==> src/rtl/debug_ram_loader.sv <==
// Debug loader: streams word bursts into or out of the instruction/data RAM
// debug ports under a cmd/write-beat/read-beat handshake protocol.
// Ports: CPU_CLK/CPU_RST_N; Cmd_* command; Wr_* write beats; Rd_* read beats;
// Inst_*2 / Data_*2 RAM debug ports; Busy/Done/Err status.
module debug_ram_loader (
  input  logic        CPU_CLK,
  input  logic        CPU_RST_N,
  input  logic        Cmd_Valid,
  output logic        Cmd_Ready,
  input  logic [1:0]  Cmd_Op,
  input  logic        Cmd_Tgt,
  input  logic [31:0] Cmd_Addr,
  input  logic [7:0]  Cmd_Len,
  input  logic        Wr_Valid,
  output logic        Wr_Ready,
  input  logic [31:0] Wr_Data,
  output logic        Rd_Valid,
  input  logic        Rd_Ready,
  output logic [31:0] Rd_Data,
  output logic [31:0] Inst_A2,
  output logic [31:0] Inst_WD2,
  output logic [3:0]  Inst_WE2,
  input  logic [31:0] Inst_RD2,
  output logic [31:0] Data_A2,
  output logic [31:0] Data_WD2,
  output logic [3:0]  Data_WE2,
  input  logic [31:0] Data_RD2,
  output logic        Busy,
  output logic        Done,
  output logic        Err
);

  typedef enum logic [2:0] {
    IDLE,
    WR,
    RD_ISSUE,
    RD_WAIT,
    RD_HOLD
  } state_t;

  state_t      state_q, state_d;
  logic [31:0] addr_q, addr_d;
  logic [31:0] a2_q, a2_d;
  logic [31:0] wd_q, wd_d;
  logic [31:0] rd_q, rd_d;
  logic [7:0]  cnt_q, cnt_d;
  logic        tgt_q, tgt_d;
  logic        we_q, we_d;
  logic        done_q, done_d;
  logic        err_q, err_d;

  always_ff @(posedge CPU_CLK) begin
    if (!CPU_RST_N) begin
      state_q <= IDLE;
      addr_q  <= '0;
      a2_q    <= '0;
      wd_q    <= '0;
      rd_q    <= '0;
      cnt_q   <= '0;
      tgt_q   <= 1'b0;
      we_q    <= 1'b0;
      done_q  <= 1'b0;
      err_q   <= 1'b0;
    end else begin
      state_q <= state_d;
      addr_q  <= addr_d;
      a2_q    <= a2_d;
      wd_q    <= wd_d;
      rd_q    <= rd_d;
      cnt_q   <= cnt_d;
      tgt_q   <= tgt_d;
      we_q    <= we_d;
      done_q  <= done_d;
      err_q   <= err_d;
    end
  end

  always_comb begin
    state_d = state_q;
    addr_d  = addr_q;
    a2_d    = a2_q;
    wd_d    = wd_q;
    rd_d    = rd_q;
    cnt_d   = cnt_q;
    tgt_d   = tgt_q;
    we_d    = 1'b0;
    done_d  = 1'b0;
    err_d   = 1'b0;
    unique case (state_q)
      IDLE: begin
        if (Cmd_Valid) begin
          tgt_d  = Cmd_Tgt;
          addr_d = {Cmd_Addr[31:2], 2'b00};
          cnt_d  = Cmd_Len;
          unique case (Cmd_Op)
            2'b00: state_d = WR;
            2'b01: begin
              state_d = RD_ISSUE;
              a2_d    = {Cmd_Addr[31:2], 2'b00};
            end
            default: begin
              done_d = 1'b1;
              err_d  = 1'b1;
            end
          endcase
        end
      end
      WR: begin
        if (Wr_Valid) begin
          // A2 is a separate register so the strobe shows the beat's
          // address while addr_q already advances to the next word.
          we_d   = 1'b1;
          a2_d   = addr_q;
          wd_d   = Wr_Data;
          addr_d = addr_q + 32'd4;
          if (cnt_q == 8'd0) begin
            state_d = IDLE;
            done_d  = 1'b1;
          end else begin
            cnt_d = cnt_q - 8'd1;
          end
        end
      end
      RD_ISSUE: state_d = RD_WAIT;
      RD_WAIT: begin
        rd_d    = tgt_q ? Data_RD2 : Inst_RD2;
        state_d = RD_HOLD;
      end
      RD_HOLD: begin
        if (Rd_Ready) begin
          if (cnt_q != 8'd0) begin
            addr_d  = addr_q + 32'd4;
            a2_d    = addr_q + 32'd4;
            cnt_d   = cnt_q - 8'd1;
            state_d = RD_ISSUE;
          end else begin
            state_d = IDLE;
            done_d  = 1'b1;
          end
        end
      end
      default: state_d = IDLE;
    endcase
  end

  assign Cmd_Ready = (state_q == IDLE);
  assign Wr_Ready  = (state_q == WR);
  assign Rd_Valid  = (state_q == RD_HOLD);
  assign Busy      = (state_q != IDLE);
  assign Done      = done_q;
  assign Err       = err_q;
  assign Rd_Data   = rd_q;

  assign Inst_A2  = a2_q;
  assign Data_A2  = a2_q;
  assign Inst_WD2 = wd_q;
  assign Data_WD2 = wd_q;
  assign Inst_WE2 = (we_q && !tgt_q) ? 4'hF : 4'h0;
  assign Data_WE2 = (we_q && tgt_q) ? 4'hF : 4'h0;

endmodule

==> config.mk <==
export PLATFORM = sky130hd
export DESIGN_NAME = debug_ram_loader
export DESIGN_NICKNAME = d
export VERILOG_FILES = /design/src/rtl/debug_ram_loader.sv
export SDC_FILE = /design/constraint.sdc
export NUM_CORES = 1
export LEC_CHECK = 0
export BUFFER_PORTS_ARGS = -buffer_cell sky130_fd_sc_hd__buf_2
export CAP_MARGIN = 20
export CORE_ASPECT_RATIO = 0.75
export CORE_MARGIN = 2
export CORE_UTILIZATION = 45
export DETAILED_ROUTE_END_ITERATION = 7
export HOLD_SLACK_MARGIN = 0.05
export PLACE_DENSITY = 0.78
export SLEW_MARGIN = 30
export SYNTH_ARGS = -nofsm -noshare
export SYNTH_HDL_FRONTEND = slang
export SYNTH_SLANG_ARGS = --single-unit
==> constraint.sdc <==
create_clock -name CPU_CLK -period 2.2 [get_ports CPU_CLK]
set_clock_uncertainty 0.05 [all_clocks]
set_input_delay 0.55 -clock CPU_CLK [delete_from_list [all_inputs] [get_ports CPU_CLK]]
set_output_delay 0.55 -clock CPU_CLK [all_outputs]
set_load 0.1 [all_outputs]
After elaboration in Yosys (flattened, before gate mapping)
Index checks and enable logic that the tools add are counted.

word-level totals
  register bits = 143
  bits of input ports = 144
  output and inout port bits = 174

operators by class
  add/subtract/negate cells = 2
  equal/unequal tests = 13
  muxes and demuxes = 33
  reductions and logical operators = 18

operators by type and width
  kind                     number
  $mux W32                 8
  $pmux W32 S3             2
  $mux W8                  5
  $add A32 B3 Y32 const B  1
  $pmux W8 S3              1
  $pmux W3 S5              1
  $mux W3                  4
  $reduce_and A6 Y1        2
  $reduce_and A5 Y1        2
  $logic_not A8 Y1         1
  $mux W4                  2
  $ne A2 B1 Y1 const B     4
  $reduce_and A2 Y1        4
  $reduce_bool A8 Y1       1
  $sub A8 B1 Y8 const B    1
  $mux W1                  7
  $eq A3 B2 Y1 const B     2
  $ne A2 B2 Y1 const B     3
  $pmux W3 S2              1
  $reduce_bool A3 Y1       2
  $eq A3 B1 Y1 const B     1
  $eq A3 B3 Y1 const B     1
  $logic_not A3 Y1         1
  $ne A3 B1 Y1 const B     1
  7 further kinds          8

Logic depth before layout (Yosys ltp)
Gate-level depths: netlist of run 1.

  depth after elaboration = 5
  gate-level depth with buffers = 9
  depth with buffers taken out = 7

Worst setup path before layout of run 1
No wires, ideal clock.

  kind = register to output
  from = register tgt_q
  to = output Inst_WE2[1]
  arrival time = 2.750 ns
  required time = 1.600 ns
  path slack = -1.150 ns
  cell stages (with the launch flop) = 5
  buffers on the path = 3
  cells stage by stage = dfxtp_1 clkbuf_1 buf_1 nor2b_1 buf_4

between the ends
  longest elaborated chain between the ends = 3

ends and longest elaborated chain
  element                 RTL line  RTL
  start, declared         47        logic tgt_q, tgt_d;
  start signal, assigned  71        tgt_q <= tgt_d;
  $logic_not A1 Y1        158       assign Inst_WE2 = (we_q && !tgt_q) ? 4'hF : 4'h0;
  $logic_and A1 B1 Y1     158
  $mux W4                 158
  end, declared           22        output logic [3:0] Inst_WE2,

No other way between the ends.

Final worst setup path of run 1
  from = register state_q[0]
  to = output Rd_Valid

between the ends
  longest elaborated chain between the ends = 1

ends and longest elaborated chain
  element                 RTL line  RTL
  start, declared         41        state_t state_q, state_d;
  start signal, assigned  65        state_q <= state_d;
  $eq A3 B3 Y1            148       assign Rd_Valid = (state_q == RD_HOLD);
  end, declared           17        output logic Rd_Valid,

No other way between the ends.

==> results of run 1 <==
-- stage by stage --
stage          total power [W]  instance area, µm²
2_1_floorplan         0.004820                8152
3_3_place_gp          0.005404               10100
3_5_place_dp          0.005434               10100
4_1_cts               0.008481               10810
5_1_grt               0.008913               11160
6_report              0.008604               11160
-- worst max-delay path: stages (launching register included) --
cell and delay, ps:
dfxtp_4 360, buf_6 110, or3b_4 430, clkinvlp_4 140
buf_12 180
-- state kept, by name, indices dropped and copies added (netlist names) --
signal	flops
Data_A2	31
Data_WD2	32
Done	1
Err	1
Rd_Data	32
addr_q	30
cnt_q	8
state_q	3
tgt_q	1
we_q	1
-- placed cells by master (no fill, tap or decap), types with 7 or more instances in the layout --
master	n
o211a_1	11
buf_12	19
o31a_1	11
a21boi_0	36
dfxtp_1	133
and4_1	7
and3_1	9
o21a_1	9
mux2i_1	37
a21oi_1	64
o22ai_1	16
a211oi_1	29
clkbuf_16	22
o21ai_0	52
a22oi_1	7
and2_1	14
nand3_1	29
a221oi_1	12
nand2_1	141
buf_4	100
a31oi_1	8
nand4_1	13
nor2_1	59
o31ai_1	7
nor3_1	14
or3_1	10
inv_1	7
buf_2	307
nor4_1	14
-- per-layer routing --
| metal | track usage [%] | up-vias | wire (µm) |
|---|---|---|---|
| met2 | 44.05 | 564 | 13210 |
| met4 | 6.818 | 4 | 622 |
| met1 | 37.53 | 4201 | 12230 |
| met3 | 8.782 | 69 | 3438 |
| met5 | 0 | - | 23 |
| li1 | - | 4286 | - |
-- power breakdown --
part / leakage, nW / internal (W) / switching, W
sequential: 1.14 / 0.00269 / 0.000130
combinational: 3.63 / 0.000786 / 0.00198
clock: 0.297 / 0.00181 / 0.00121
-- cell type report --
| cell class | instances | area (µm²) |
|---|---|---|
| clock buffers | 18 | 429.2 |
| well taps | 242 | 302.8 |
| repair buffers | 438 | 2889 |
| flip-flops and latches | 140 | 2816 |
| multi-input cells | 720 | 4484 |
| fillers | 1567 | 6492 |
| clock inverters | 14 | 181.4 |
| inverters | 13 | 56.30 |
| diodes | 2 | 5.005 |
-- cell families after synthesis --
family / count (synthesis) / share of synthesized area [%]
fa+ha+maj: 3 / 0.4634
compound gates: 321 / 26.78
simple gates: 347 / 20.74
buf+inv: 172 / 11.46
xor+xnor: 9 / 0.9730
mux: 40 / 4.988
flops: 140 / 34.59
-- timing repair --
item	CTS	global route
gates cloned	1	6
setup endpoints to repair	5	59
resized for setup	8	40
setup buffers	6	16
pin swaps	1	5
-- path summary, 6_finish.rpt --
kind                  end  slack, ps
min           Data_WD2[8]        320
max reg2reg    addr_q[21]        -50
min reg2reg  Data_WD2[22]        420
max              Rd_Valid        -50
==> impl_metrics.prom, run 1 <==
# TYPE chip_impl_metric gauge
chip_impl_metric{name="synth_nets",unit=""} 1179
chip_impl_info{name="run_status",value="finished, violations left"} 1
chip_impl_metric{name="grt_pass1_wl",unit="µm"} 42300
chip_impl_metric{name="critPathArrivalTime",unit="ps"} 1650
chip_impl_metric{name="top_achievable_clock_speed",unit="MHz"} 444.7
chip_impl_metric{name="cts.hold.buffers_added",unit=""} 0
chip_impl_metric{name="timing.final.setup_violations",unit=""} 5
chip_impl_metric{name="post_route_ant_nets",unit=""} 0
chip_impl_metric{name="worst_slew_pin_slew",unit="ps"} 697.7
chip_impl_metric{name="clockBufferDepth",unit=""} 2
chip_impl_info{name="reg2reg_from",value="state_q[0]"} 1
chip_impl_metric{name="power_per_cell_area",unit="nW/µm²"} 770.6
chip_impl_metric{name="die_w",unit="µm"} 158.9
chip_impl_metric{name="timing.final.max_slew_violations",unit=""} 0
chip_impl_metric{name="design.die.area",unit="µm²"} 19100
chip_impl_metric{name="nNetsFinal",unit=""} 1477
chip_impl_metric{name="number_of_flops_mapped_to_enable_cells_by_yosys",unit=""} 0
chip_impl_metric{name="critical_path_required",unit="ps"} 1600
chip_impl_metric{name="buffer_ports.inserted",unit=""} 315
chip_impl_metric{name="final_min_period_over_clock_period",unit="%"} 102.2
chip_impl_metric{name="timing.slew.headroom",unit="%"} 53.43
chip_impl_metric{name="groute.usage.overall",unit="%"} 27.96
chip_impl_metric{name="grt_start_max_net_pins",unit=""} 73
chip_impl_metric{name="io_pins",unit=""} 318
chip_impl_metric{name="hold_ws",unit="ps"} 317.2
chip_impl_metric{name="power_leakage",unit="nW"} 5.067
chip_impl_info{name="worstSetupPathType",value="register to output port"} 1
chip_impl_metric{name="r2r_cells",unit=""} 8
chip_impl_metric{name="setup_slack",unit="ps"} -48.80
chip_impl_metric{name="dpl.hpwl",unit="µm"} 20020
chip_impl_metric{name="synth-seq-area-share",unit="%"} 34.59
chip_impl_info{name="worstSetupStartpoint",value="state_q[0]"} 1
chip_impl_info{name="timing.hold.worst.class",value="primary input to register"} 1
chip_impl_metric{name="path_clk_slew",unit="ps"} 70
chip_impl_metric{name="gpl.final_weighted_congestion",unit=""} 0.9759
chip_impl_metric{name="mappedNetlistArea",unit="µm²"} 8102
chip_impl_metric{name="die_height",unit="µm"} 120.2
chip_impl_metric{name="fin_crit",unit="ps"} 2249
chip_impl_metric{name="routed_wire_length",unit="µm"} 29520
chip_impl_metric{name="grt_remaining_overflow",unit=""} 0
chip_impl_metric{name="flow.area_growth_from_synthesis",unit="%"} 37.81
chip_impl_metric{name="tritoncts.num_buffers",unit=""} 17
chip_impl_metric{name="postSynthCellCount",unit=""} 1032
chip_impl_metric{name="grt_antenna_before_repair",unit=""} 4
chip_impl_info{name="startpoint_of_the_tightest_hold_check_path",value="Wr_Data[8]"} 1
chip_impl_metric{name="place_inst",unit=""} 1524
chip_impl_metric{name="postLayoutCoreUtil",unit="%"} 63.23
chip_impl_info{name="end_kind",value="output port"} 1
chip_impl_metric{name="htreeDepth",unit=""} 4
chip_impl_metric{name="detailroute.via_count",unit=""} 9124
chip_impl_metric{name="netlist.area_leader.share",unit="%"} 34.59
chip_impl_metric{name="detailedRoute.firstIterationViolations",unit=""} 1034
chip_impl_metric{name="initial_core_utilization",unit="%"} 45.88
chip_impl_info{name="rsz0062_at_grt",value="yes"} 1
chip_impl_metric{name="clkLatencyLatePin",unit="ps"} 420
chip_impl_metric{name="yosys_warnings",unit=""} 0
chip_impl_metric{name="timing_hold_violations_final",unit=""} 0
chip_impl_info{name="synth.cells.most_frequent",value="nand2_1, dfxtp_1, buf_4, clkbuf_1, a21oi_1"} 1
chip_impl_metric{name="asyncSetResetFlopFracSynth",unit="%"} 0
chip_impl_metric{name="worst_hold_path.num_cells",unit=""} 3
chip_impl_metric{name="clock_sinks",unit=""} 140
chip_impl_info{name="ctsRootBufferMaster",value="clkbuf_16"} 1
chip_impl_info{name="synth.most_common_cell",value="nand2_1"} 1
chip_impl_metric{name="placement_rows",unit=""} 42
chip_impl_info{name="yosys_most_used_dff",value="dfxtp_1"} 1
chip_impl_metric{name="detail_route.drc_violations",unit=""} 0
chip_impl_metric{name="detail_route.first_pass.iterations",unit=""} 7
chip_impl_info{name="cts_tree",value="yes"} 1
chip_impl_metric{name="syn-mean-instance-area",unit="µm²"} 7.850
chip_impl_info{name="yosys-top-cells-area",value="dfxtp_1, buf_4, nand2_1"} 1
chip_impl_info{name="kind_of_start_point_of_the_critical_path",value="register"} 1
chip_impl_metric{name="route.detailed.wl_per_inst",unit="µm"} 18.60
chip_impl_metric{name="via_count_of_the_first_global_routing_pass",unit=""} 7869
chip_impl_metric{name="vias_per_std_cell",unit=""} 5.749
chip_impl_metric{name="fp.coreArea",unit="µm²"} 17660
chip_impl_metric{name="synth_cell_type_count",unit=""} 70
chip_impl_metric{name="detailedPlace.worstSlack",unit="ps"} 6.096
chip_impl_metric{name="synth_seq_cells",unit=""} 140
chip_impl_metric{name="post_route_cells_drive_above_1_share",unit="%"} 38.42
chip_impl_info{name="synthDominantAreaCellType",value="dfxtp_1"} 1
chip_impl_metric{name="max_cap_violations",unit=""} 0
chip_impl_metric{name="final.setup.tns",unit="ps"} -158.3
chip_impl_metric{name="stdcell_count",unit=""} 1587
chip_impl_metric{name="peakVddDrop",unit="mV"} 0.5053
chip_impl_info{name="violations",value="setup timing"} 1
chip_impl_metric{name="worst-path-max-fanout",unit=""} 5
Note: power is estimated with default switching activity, not from simulation.
==> inputs of run 2 (changes only) <==
--- a/config.mk
+++ b/config.mk
@@ -5,14 +5,15 @@
 export SDC_FILE = /design/constraint.sdc
 export NUM_CORES = 1
 export LEC_CHECK = 0
+export ABC_AREA = 1
 export BUFFER_PORTS_ARGS = -buffer_cell sky130_fd_sc_hd__buf_2
 export CAP_MARGIN = 20
 export CORE_ASPECT_RATIO = 0.75
 export CORE_MARGIN = 2
-export CORE_UTILIZATION = 45
+export CORE_UTILIZATION = 44
 export DETAILED_ROUTE_END_ITERATION = 7
 export HOLD_SLACK_MARGIN = 0.05
-export PLACE_DENSITY = 0.78
+export PLACE_DENSITY = 0.77
 export SLEW_MARGIN = 30
 export SYNTH_ARGS = -nofsm -noshare
 export SYNTH_HDL_FRONTEND = slang
==> run 2 against run 1 <==
Net effect: count of clock-buffer cells in the layout increased by 1; non-clock buffer count shrank 97; critical path type unchanged; highest routed layer is now met4; routed wire length is 18% lower; setup slack improved by 110 ps; first-iteration DRC count is 36% lower; hold slack gained 13 ps; flip-flop and latch count did not move; largest power group is now combinational logic; the flow now finishes without violations; cell count increased by 7.2%; synthesized cell count rose by 18%.
==> impl_metrics.prom, run 2 <==
# TYPE chip_impl_metric gauge
chip_impl_info{name="end_kind",value="output port"} 1
chip_impl_metric{name="io_pins",unit=""} 318
chip_impl_metric{name="mappedNetlistArea",unit="µm²"} 7812
chip_impl_metric{name="timing_hold_violations_final",unit=""} 0
chip_impl_metric{name="worst-path-max-fanout",unit=""} 14
chip_impl_metric{name="yosys_warnings",unit=""} 0
chip_impl_metric{name="die_w",unit="µm"} 157.9
chip_impl_metric{name="initial_core_utilization",unit="%"} 44.64
chip_impl_metric{name="top_achievable_clock_speed",unit="MHz"} 467.1
chip_impl_metric{name="routed_wire_length",unit="µm"} 24310
chip_impl_metric{name="path_clk_slew",unit="ps"} 60
chip_impl_metric{name="cp_slowest_stage_delay",unit="ps"} 400
chip_impl_metric{name="timing.slew.headroom",unit="%"} 64.85
chip_impl_metric{name="buffer_ports.inserted",unit=""} 315
chip_impl_metric{name="power_leakage",unit="nW"} 4.909
chip_impl_metric{name="detailroute.via_count",unit=""} 8556
chip_impl_metric{name="design.die.area",unit="µm²"} 18850
chip_impl_metric{name="via_count_of_the_first_global_routing_pass",unit=""} 7732
chip_impl_metric{name="synth_seq_cells",unit=""} 140
chip_impl_metric{name="critPathArrivalTime",unit="ps"} 1540
chip_impl_metric{name="detailedRoute.firstIterationViolations",unit=""} 657
chip_impl_metric{name="clock_sinks",unit=""} 140
chip_impl_info{name="worstSetupPathType",value="register to output port"} 1
chip_impl_metric{name="grt_remaining_overflow",unit=""} 0
chip_impl_metric{name="fin_crit",unit="ps"} 2141
chip_impl_info{name="synth.cells.most_frequent",value="nand2_1, dfxtp_1, nor2_1, a21oi_1, inv_1"} 1
chip_impl_metric{name="number_of_flops_mapped_to_enable_cells_by_yosys",unit=""} 0
chip_impl_metric{name="synth-seq-area-share",unit="%"} 35.87
chip_impl_info{name="min_to",value="Rd_Data[5]"} 1
chip_impl_metric{name="gpl.final_weighted_congestion",unit=""} 0.9098
chip_impl_metric{name="placed_cell_area",unit="µm²"} 9256
chip_impl_info{name="yosys_most_used_dff",value="dfxtp_1"} 1
chip_impl_metric{name="dpl.hpwl",unit="µm"} 17510
chip_impl_info{name="r2r_end",value="Data_A2[17]"} 1
chip_impl_metric{name="final.setup.tns",unit="ps"} 0
chip_impl_info{name="timing.critical_path.max_delay_family",value="flip-flops"} 1
chip_impl_metric{name="worst_slew_pin_slew",unit="ps"} 530.9
chip_impl_metric{name="placement_rows",unit=""} 42
chip_impl_info{name="layout_commonest_cell",value="nand2_1"} 1
chip_impl_metric{name="asyncSetResetFlopFracSynth",unit="%"} 0
chip_impl_metric{name="hold_ws",unit="ps"} 329.8
chip_impl_metric{name="nNetsFinal",unit=""} 1592
chip_impl_metric{name="route.detailed.wl_per_inst",unit="µm"} 14.29
chip_impl_info{name="synth.most_common_cell",value="nand2_1"} 1
chip_impl_metric{name="synth_cell_type_count",unit=""} 33
chip_impl_info{name="run_status",value="finished clean"} 1
chip_impl_info{name="kind_of_start_point_of_the_critical_path",value="register"} 1
chip_impl_metric{name="final_min_period_over_clock_period",unit="%"} 97.31
chip_impl_metric{name="post_route_cells_drive_above_1_share",unit="%"} 27.09
chip_impl_metric{name="ff_latch_area",unit="µm²"} 2803
chip_impl_metric{name="syn-mean-instance-area",unit="µm²"} 6.393
chip_impl_metric{name="tritoncts.num_buffers",unit=""} 17
chip_impl_metric{name="netlist.area_leader.share",unit="%"} 35.87
chip_impl_metric{name="postLayoutCoreUtil",unit="%"} 56.74
chip_impl_info{name="synthDominantAreaCellType",value="dfxtp_1"} 1
chip_impl_metric{name="place_inst",unit=""} 1668
chip_impl_metric{name="fp.coreArea",unit="µm²"} 17500
chip_impl_metric{name="fillers",unit=""} 1711
chip_impl_info{name="ctsRootBufferMaster",value="clkbuf_16"} 1
chip_impl_info{name="mostFrequentLayoutCells",value="nand2_1, buf_2, dfxtp_1"} 1
chip_impl_metric{name="rrSetupSlack",unit="ps"} 250
chip_impl_metric{name="die_height",unit="µm"} 119.4
chip_impl_info{name="reg2reg_from",value="state_q[0]"} 1
chip_impl_info{name="rsz0062_at_grt",value="no"} 1
chip_impl_metric{name="grt_start_max_net_pins",unit=""} 66
chip_impl_metric{name="grt_antenna_before_repair",unit=""} 1
chip_impl_info{name="timing.hold.worst.class",value="primary input to register"} 1
chip_impl_metric{name="multi_input_gate_area_in_the_final_layout",unit="µm²"} 3815
chip_impl_metric{name="groute.usage.overall",unit="%"} 25.38
chip_impl_info{name="cts_tree",value="yes"} 1
chip_impl_metric{name="grt_pass1_wl",unit="µm"} 38050
chip_impl_metric{name="htreeDepth",unit=""} 4
chip_impl_metric{name="worst_hold_path.num_cells",unit=""} 3
chip_impl_info{name="cp_slowest_cell",value="dfxtp_1"} 1
chip_impl_metric{name="detail_route.drc_violations",unit=""} 0
chip_impl_metric{name="r2r_cells",unit=""} 10
chip_impl_info{name="path_cells",value="nor2_1 -> nand2_2 -> inv_6 -> buf_12"} 1
chip_impl_metric{name="flow.area_growth_from_synthesis",unit="%"} 27.10
chip_impl_metric{name="post_route_ant_nets",unit=""} 0
chip_impl_metric{name="max_cap_violations",unit=""} 0
chip_impl_info{name="worstSetupStartpoint",value="state_q[2]"} 1
chip_impl_metric{name="clockBufferDepth",unit=""} 2
chip_impl_metric{name="critical_path_required",unit="ps"} 1600
chip_impl_metric{name="clkLatencyLatePin",unit="ps"} 420
chip_impl_metric{name="peakVddDrop",unit="mV"} 0.5262
chip_impl_metric{name="postSynthCellCount",unit=""} 1222
chip_impl_metric{name="stdcell_count",unit=""} 1701
chip_impl_info{name="startpoint_of_the_tightest_hold_check_path",value="Inst_RD2[5]"} 1
chip_impl_metric{name="timing.final.max_slew_violations",unit=""} 0
chip_impl_metric{name="final_area",unit="µm²"} 9930
chip_impl_metric{name="vias_per_std_cell",unit=""} 5.030
chip_impl_metric{name="cts.hold.buffers_added",unit=""} 0
chip_impl_metric{name="power_per_cell_area",unit="nW/µm²"} 1041
chip_impl_info{name="yosys-top-cells-area",value="dfxtp_1, nand2_1, buf_4"} 1
chip_impl_metric{name="synth_nets",unit=""} 1369
chip_impl_metric{name="detail_route.first_pass.iterations",unit=""} 5
chip_impl_metric{name="number_of_buffer_and_inverter_instances_along_the_worst_setup_path",unit=""} 2
chip_impl_metric{name="timing.final.setup_violations",unit=""} 0
==> run 2: cell types whose count changed after synthesis, moves of 31 or more <==
cell,before,now
nand2_1,142,346
inv_1,12,100
nor2_1,60,121
a21oi_1,66,108
nand3_1,29,71
mux2i_1,37,0
a21boi_0,37,1
o21ai_1,0,31
==> run 2: area by class of cell <==
cell class                      count  share of cell area [%]
Timing Repair Buffer              341                   19.56
Tap cell                          242                   3.049
Clock buffer                       19                   4.461
Antenna cell                        1                 0.02520
Inverter                          106                   4.120
Multi-Input combinational cell    839                   38.42
Clock inverter                     13                   2.142
Sequential cell                   140                   28.23
==> run 2: how the worst max path moves through the flow <==
stage | cells past startpoint | slack (ps) | to
global placement | 9 | 280 | Data_A2[4]
detailed placement | 9 | 220 | Data_A2[3]
finish | 4 | 60 | Wr_Ready
floorplan | 5 | 30 | Data_WE2[1]
global route | 4 | 5 | Wr_Ready
CTS | 4 | 10 | Rd_Valid
==> run 2: metrics by stage <==
| stage | power (W) | setup WS (ps) |
|---|---|---|
| 4_1_cts | 0.01036 | 13.82 |
| 5_1_grt | 0.01079 | 4.583 |
| 6_report | 0.01034 | 59.15 |
| 3_3_place_gp | 0.007082 | 281.5 |
| 2_1_floorplan | 0.006462 | 26.20 |
| 3_5_place_dp | 0.007130 | 221.2 |
==> run 2: per-layer routing <==
layer,global-route usage [%],share of wire [%],vias to the layer above
met5,0,0,-
met4,7.898,2.1,0
met3,6.004,8.4,33
met2,41.79,47,401
met1,32.80,42,3815
li1,-,-,4307
==> run 2: logic make-up after synthesis <==
kind of cell | after synthesis | synth area share (%)
fa+ha+maj | 3 | 0.4805
xor+xnor | 9 | 1.009
simple gates | 568 | 29.72
compound gates | 259 | 17.36
flops | 140 | 35.87
buf+inv | 243 | 15.55
==> run 2: what timing repair did <==
item | CTS | global route
buffers inserted | 0 | 0
resized for setup | 3 | 2
endpoints found under the setup margin | 3 | 3
==> run 2: power by group <==
part           internal, W  switching (W)  total (W)
Sequential         0.00281       0.000268    0.00308
Clock              0.00205        0.00116    0.00321
Combinational     0.000844        0.00321    0.00405
==> run 2: tightest hold or removal path: cells and delay by family <==
| family | cells | cell delay (ps) |
|---|---|---|
| buf+inv | 1 | 90 |
| simple gates | 1 | 50 |
| compound gates | 1 | 70 |
